$ cat config.mk
export PLATFORM = sky130hd
export DESIGN_NAME = simd_lane_unpacker_flat
export DESIGN_NICKNAME = d
export VERILOG_FILES = /design/src/rtl/simd_lane_unpacker_if.sv /design/src/rtl/simd_lane_unpacker.sv /design/src/flat_wrapper.sv
export SDC_FILE = /design/constraint.sdc
export NUM_CORES = 1
export LEC_CHECK = 0
export BUFFER_PORTS_ARGS = -buffer_cell sky130_fd_sc_hd__buf_2
export CAP_MARGIN = 5
export CORE_MARGIN = 1.5
export CORE_UTILIZATION = 57
export DETAILED_ROUTE_END_ITERATION = 10
export GPL_TIMING_DRIVEN = 0
export PLACE_DENSITY = 0.95
export SYNTH_ARGS = -nofsm -noshare
export SYNTH_HDL_FRONTEND = slang
export SYNTH_SLANG_ARGS = --single-unit
$ cat constraint.sdc
create_clock -name clk -period 3 [get_ports clk]
set_input_delay 0.3 -clock clk [delete_from_list [all_inputs] [get_ports clk]]
set_output_delay 0.3 -clock clk [all_outputs]
set_load 0.02 [all_outputs]
$ cat src/rtl/simd_lane_unpacker_if.sv
// Stream bundle between the packed SIMD producer and the lane unpacker.
// Handshake: a beat transfers on a rising clk edge where valid && ready; valid, once raised, holds its payload until it transfers.
interface simd_lane_unpacker_if #(
  parameter int SEG_W = 12,
  parameter int NSEG  = 4,
  parameter int OUT_W = 24
);
  logic                    in_valid;
  logic                    in_ready;
  logic [SEG_W*NSEG-1:0]   in_data;
  logic [NSEG-1:0]         in_carry;
  logic                    in_mode;
  logic                    in_signed;
  logic                    out_valid;
  logic                    out_ready;
  logic [OUT_W-1:0]        out_data;
  logic [1:0]              out_lane;
  logic                    out_last;
  logic                    out_ovf;

  modport slave (
    input  in_valid, in_data, in_carry, in_mode, in_signed, out_ready,
    output in_ready, out_valid, out_data, out_lane, out_last, out_ovf
  );

  modport master (
    output in_valid, in_data, in_carry, in_mode, in_signed, out_ready,
    input  in_ready, out_valid, out_data, out_lane, out_last, out_ovf
  );
endinterface

$ cat src/rtl/simd_lane_unpacker.sv
// Splits one packed SIMD word (4x12 or 2x24) into widened lanes, one per clock.
// Optional macro SIMD_UNPACK_SAT_EN saturates unsigned TWO24 lanes that carried out.
module simd_lane_unpacker #(
  parameter int SEG_W = 12,
  parameter int NSEG  = 4,
  parameter int OUT_W = 24
) (
  input  logic                   clk,
  input  logic                   rst_n,
  simd_lane_unpacker_if.slave    bus,
  output logic                   dbg_state_o
);
  localparam int WORD_W  = SEG_W * NSEG;
  localparam int LANE2_W = 2 * SEG_W;

  typedef enum logic {IDLE = 1'b0, EMIT = 1'b1} state_t;

  state_t              state_q;
  logic [1:0]          lane_q;
  logic [WORD_W-1:0]   data_q;
  logic [NSEG-1:0]     carry_q;
  logic                mode_q;
  logic                signed_q;

  logic                emit;
  logic                is_last;
  logic                accept;
  logic [1:0]          last_lane;
  logic [SEG_W-1:0]    segs [NSEG];
  logic [LANE2_W-1:0]  dlanes [2];
  logic [SEG_W-1:0]    seg;
  logic [LANE2_W-1:0]  dlane;
  logic [OUT_W-1:0]    lane_val;
  logic                lane_ovf;

  assign emit      = (state_q == EMIT);
  assign last_lane = mode_q ? 2'd1 : 2'd3;
  assign is_last   = emit && (lane_q == last_lane);
  // A new word is taken only as the final lane leaves, so ready never depends on in_valid.
  assign bus.in_ready = !emit || (bus.out_ready && is_last);
  assign accept       = bus.in_valid && bus.in_ready;

  always_comb begin
    for (int k = 0; k < NSEG; k++) segs[k] = data_q[k*SEG_W +: SEG_W];
    for (int k = 0; k < 2; k++) dlanes[k] = data_q[k*LANE2_W +: LANE2_W];
  end

  always_comb begin
    seg      = segs[lane_q];
    dlane    = dlanes[lane_q[0]];
    lane_val = '0;
    lane_ovf = 1'b0;
    if (!mode_q) begin
      if (signed_q) begin
        lane_val = OUT_W'($signed(seg));
      end else begin
        // Carry joins the segment as bit SEG_W, giving the exact unsigned sum.
        lane_val = OUT_W'({carry_q[lane_q], seg});
        lane_ovf = carry_q[lane_q];
      end
    end else begin
      if (signed_q) begin
        lane_val = OUT_W'($signed(dlane));
      end else begin
        lane_ovf = carry_q[{lane_q[0], 1'b1}];
`ifdef SIMD_UNPACK_SAT_EN
        lane_val = lane_ovf ? OUT_W'({LANE2_W{1'b1}}) : OUT_W'(dlane);
`else
        lane_val = OUT_W'(dlane);
`endif
      end
    end
  end

  assign bus.out_valid = emit;
  assign bus.out_data  = emit ? lane_val : '0;
  assign bus.out_lane  = emit ? lane_q : 2'd0;
  assign bus.out_last  = is_last;
  assign bus.out_ovf   = emit && lane_ovf;
  assign dbg_state_o   = state_q;

  always_ff @(posedge clk or negedge rst_n) begin
    if (!rst_n) begin
      state_q  <= IDLE;
      lane_q   <= 2'd0;
      data_q   <= '0;
      carry_q  <= '0;
      mode_q   <= 1'b0;
      signed_q <= 1'b0;
    end else begin
      case (state_q)
        IDLE: begin
          if (accept) begin
            data_q   <= bus.in_data;
            carry_q  <= bus.in_carry;
            mode_q   <= bus.in_mode;
            signed_q <= bus.in_signed;
            lane_q   <= 2'd0;
            state_q  <= EMIT;
          end
        end
        EMIT: begin
          if (bus.out_ready) begin
            if (lane_q != last_lane) begin
              lane_q <= lane_q + 2'd1;
            end else if (accept) begin
              data_q   <= bus.in_data;
              carry_q  <= bus.in_carry;
              mode_q   <= bus.in_mode;
              signed_q <= bus.in_signed;
              lane_q   <= 2'd0;
            end else begin
              state_q <= IDLE;
            end
          end
        end
        default: state_q <= IDLE;
      endcase
    end
  end
endmodule
$ cat src/flat_wrapper.sv
// flat-port wrapper written by rule: the top's interface ports become plain ports
module simd_lane_unpacker_flat 
#(
  parameter int SEG_W = 12,
  parameter int NSEG  = 4,
  parameter int OUT_W = 24
)
  (clk, rst_n, dbg_state_o, bus_in_valid, bus_in_data, bus_in_carry, bus_in_mode, bus_in_signed, bus_out_ready, bus_in_ready, bus_out_valid, bus_out_data, bus_out_lane, bus_out_last, bus_out_ovf);
  simd_lane_unpacker_if #(.SEG_W(SEG_W), .NSEG(NSEG), .OUT_W(OUT_W)) bus_i ();
  input  logic clk;
  input  logic rst_n;
  output logic dbg_state_o;
  input wire logic [$bits(bus_i.in_valid)-1:0] bus_in_valid;
  input wire logic [$bits(bus_i.in_data)-1:0] bus_in_data;
  input wire logic [$bits(bus_i.in_carry)-1:0] bus_in_carry;
  input wire logic [$bits(bus_i.in_mode)-1:0] bus_in_mode;
  input wire logic [$bits(bus_i.in_signed)-1:0] bus_in_signed;
  input wire logic [$bits(bus_i.out_ready)-1:0] bus_out_ready;
  output wire logic [$bits(bus_i.in_ready)-1:0] bus_in_ready;
  output wire logic [$bits(bus_i.out_valid)-1:0] bus_out_valid;
  output wire logic [$bits(bus_i.out_data)-1:0] bus_out_data;
  output wire logic [$bits(bus_i.out_lane)-1:0] bus_out_lane;
  output wire logic [$bits(bus_i.out_last)-1:0] bus_out_last;
  output wire logic [$bits(bus_i.out_ovf)-1:0] bus_out_ovf;
  assign bus_i.in_valid = bus_in_valid;
  assign bus_i.in_data = bus_in_data;
  assign bus_i.in_carry = bus_in_carry;
  assign bus_i.in_mode = bus_in_mode;
  assign bus_i.in_signed = bus_in_signed;
  assign bus_i.out_ready = bus_out_ready;
  assign bus_in_ready = bus_i.in_ready;
  assign bus_out_valid = bus_i.out_valid;
  assign bus_out_data = bus_i.out_data;
  assign bus_out_lane = bus_i.out_lane;
  assign bus_out_last = bus_i.out_last;
  assign bus_out_ovf = bus_i.out_ovf;
  simd_lane_unpacker #(.SEG_W(SEG_W), .NSEG(NSEG), .OUT_W(OUT_W)) u_core (.clk(clk), .rst_n(rst_n), .bus(bus_i), .dbg_state_o(dbg_state_o));
endmodule
==> flow_summary_export.csv <==
group,metric,value,unit
floorplanning,start_util,0.5998,
floorplanning,die_w,79.59,um
clocking,cts-resized-gates,0,
final_layout,drive_above_1_share,0.3053,
worst_setup_path,critPathRequiredTime,2.70,ns
yosys,synth_cell_types,38,
final_layout,area_growth,21.33,%
clocking,insertion_delay,0.35,ns
worst_setup_path,critPathLaunchType,"register",
worst_setup_path,worst-r2r-cell-count,5,
yosys,synth_area,3343,um^2
power,p_int,2.799,mW
worst_setup_path,cp.arrival,2.19,ns
power,power_switching_share,0.4792,
sta,fmax,0.4017,GHz
yosys,syn_inst,372,
clocking,ctsHoldBuffers,0,
route,via_per_inst,6.183,
route,wl_per_cell,18.53,um
worst_setup_path,max_stage_delay,0.56,ns
clocking,clock-root-buffer,"clkbuf_8",
placement,portBuffers,88,
worst_hold_path,hp-class,"input pin to asynchronous set/reset pin",
clocking,numCtsBuffers,9,
floorplanning,coreArea,5574,um^2
power,vdd_ir_drop_max,0.0009379,V
power,pwr-share-seq,0.276,
sta,setup_ws,0.5105,ns
final_layout,n_antenna_cell,0,
global_route,overflow,0,
route,drtIter0Drc,463,
sta,slew_violations,0,
floorplanning,num_rows,27,
route,drtPass1Iterations,5,
route,dr_total_vias,3382,
global_route,antenna_found_initial,0,
yosys,syn-num-nets,430,
sta,maxSlewHeadroom,0.5170,
outcome,status,"finished, violations left",
worst_setup_path,reg2reg_to,"u_core.data_q[2]$_DFFE_PN0P_",
sta,hold_violations,5,
floorplanning,io_pins,89,
clocking,clock_path_buffers,2,
power,power_density,1325,nW/um^2
clocking,cts_sinks,57,
global_route,grt_pass1_vias,3293,
sta,fin_crit,2.490,ns
route,route.detailed.drc,0,
clocking,cts_tree,"done",
worst_setup_path,r2r_start,"u_core.lane_q[1]$_DFFE_PN0N_",
placement,place_hpwl,7237,um
clocking,clk_pin_slew,0.06,ns
worst_setup_path,cp_slowest_cell,"mux4_2",
sta,fin_tns_setup,0,ns
worst_setup_path,path_class,"register to primary output",
yosys,synth_seq_area_share,0.4266,
route,antenna_left,0,
sta,holdWs,-0.01662,ns
yosys,syn_avg_cell_area,8.987,um^2
power,p_sw,2.576,mW
global_route,track_usage,0.3452,
power,pwr-share-clk,0.126,
placement,gp_congestion,0.9213,
worst_setup_path,cp_cell_sequence,"buf_2 -> nor2b_1 -> buf_2 -> mux4_2 -> and2_1 -> buf_2",
sta,setup_violations,0,
yosys,synth_edf_count,0,
sta,clock_skew,0.008561,ns
sta,worstMarginPinSlew,0.7245,ns
run,maxCapViolCount,0,
yosys,async_flop_share,1.000,
worst_setup_path,cp-end-kind,"primary output",
clocking,htree_levels,3,
yosys,ys_ff_latch,57,
outcome,violations,"negative hold slack",
worst_setup_path,reg2reg_slack,1.00,ns
yosys,synth_warnings,0,
final_layout,nets,529,
clocking,post_cts_buffers,0,
final_layout,final_cells,547,
worst_setup_path,critPathMaxFanout,10,
placement,post-place-cells,532,
sta,fin_crit_sh,0.8298,
global_route,grt_pass1_wl,16280,um
placement,pre_cts_ws,0.8845,ns
worst_setup_path,crit_path_frequent_cell,"buf_2",
floorplanning,die_y,79.59,um
global_route,grt_max_degree,58,
power,comb_power_share,0.599,
floorplanning,die_area,6334,um^2
final_layout,utilization,0.7277,
yosys,synth-main-ff-cell,"dfrtp_1",
sta,rsz0062_at_grt,"false",
route,wl,10130,um
power,p_leak,1.983,nW
[how the worst max path moves through the flow]
stage / from / end / slack [ns] / depth (start not counted)
floorplan: u_core.lane_q[0]$_DFFE_PN0N_ / bus_out_ovf / 0.72 / 4
global placement: u_core.lane_q[1]$_DFFE_PN0N_ / bus_out_data[15] / 0.93 / 7
detailed placement: u_core.lane_q[1]$_DFFE_PN0N_ / bus_out_data[0] / 0.88 / 6
CTS: u_core.lane_q[1]$_DFFE_PN0N_ / bus_out_data[0] / 0.52 / 6
global route: u_core.lane_q[0]$_DFFE_PN0N_ / bus_out_data[11] / 0.42 / 6
finish: u_core.lane_q[1]$_DFFE_PN0N_ / bus_out_data[0] / 0.51 / 6
[worst max-delay path, delay by kind of cell (launching register included)]
kind | cells | cell delay, ns
AND/OR/NAND/NOR | 2 | 0.33
multiplexers | 1 | 0.56
flip-flops | 1 | 0.32
buffers and inverters | 3 | 0.64
[layout by cell type (no fill, tap or decap), types with 2 or more instances in the layout]
master and count:
nand2_1 116, buf_2 103, dfrtp_1 57, o22ai_1 53
clkbuf_1 22, mux2i_1 15, a211oi_1 12, clkbuf_8 12
and2_1 9, mux2_2 8, mux4_2 8, nand3b_1 7
a21oi_1 6, inv_1 5, a32o_1 5, mux2_4 4
o21ai_0 3, nor2_1 3, clkinv_2 3, buf_6 2
nor2b_1 2, buf_4 2
[kinds of logic after synthesis]
kind of cell	synth area share
flip-flops	0.4266
AND/OR/NAND/NOR	0.1849
XOR/XNOR	0.005240
buffers and inverters	0.06325
AO/OA/AOI/OAI	0.1763
multiplexers	0.1437
[flip-flops by register name, indices dropped and copies added, names as in the netlist]
register / count
u_core.signed_q: 1
u_core.carry_q: 4
u_core.data_q: 48
u_core.lane_q: 2
u_core.bus.out_valid: 1
u_core.mode_q: 1
[power by group through the flow]
stage,sequential [mW],combinational [mW],clock (mW)
finish,1.48,3.22,0.675
global route,1.50,3.46,0.711
global placement,1.44,3.05,0
detailed placement,1.46,3.16,0
CTS,1.46,3.18,0.673
floorplan,1.31,2.33,0
[cells in the mapped netlist (6+ instances only)]
| library cell | instances | area share |
|---|---|---|
| mux2_2 | 8 | 0.027 |
| nand3b_1 | 7 | 0.016 |
| clkbuf_1 | 22 | 0.025 |
| a211oi_1 | 12 | 0.027 |
| dfrtp_1 | 57 | 0.43 |
| mux4_2 | 8 | 0.054 |
| a21oi_1 | 6 | 0.0090 |
| mux2i_1 | 15 | 0.045 |
| o22ai_1 | 53 | 0.099 |
| and2_1 | 9 | 0.017 |
| nand2_1 | 116 | 0.13 |
| buf_2 | 16 | 0.024 |
[stage by stage]
| stage | hold WS [ns] | area, um^2 | total power [mW] |
|---|---|---|---|
| 6_report | -0.01662 | 4056 | 5.374 |
| 5_1_grt | 0.06740 | 4056 | 5.676 |
| 4_1_cts | 0.1994 | 4054 | 5.312 |
| 3_5_place_dp | 0.5371 | 3874 | 4.623 |
| 3_3_place_gp | 0.5237 | 3874 | 4.488 |
| 2_1_floorplan | 0.004409 | 3343 | 3.641 |
[cell type report]
| type | instances | area (um^2) |
|---|---|---|
| Tap cell | 72 | 90.09 |
| Inverter | 5 | 18.77 |
| Buffer | 41 | 192.7 |
| Timing Repair Buffer | 88 | 442.9 |
| Clock buffer | 12 | 165.2 |
| Multi-Input combinational cell | 269 | 1705 |
| Fill cell | 424 | 1518 |
| Clock inverter | 3 | 15.01 |
| Sequential cell | 57 | 1426 |
[metal layers]
layer	up-vias	GRT usage	part of all wire
met4	0	0.1825	0.029
met5	-	0	0
met3	32	0.06400	0.11
li1	1525	-	-
met1	1599	0.4487	0.38
met2	226	0.5483	0.48
No activity file was read; power rests on OpenSTA's default activity.
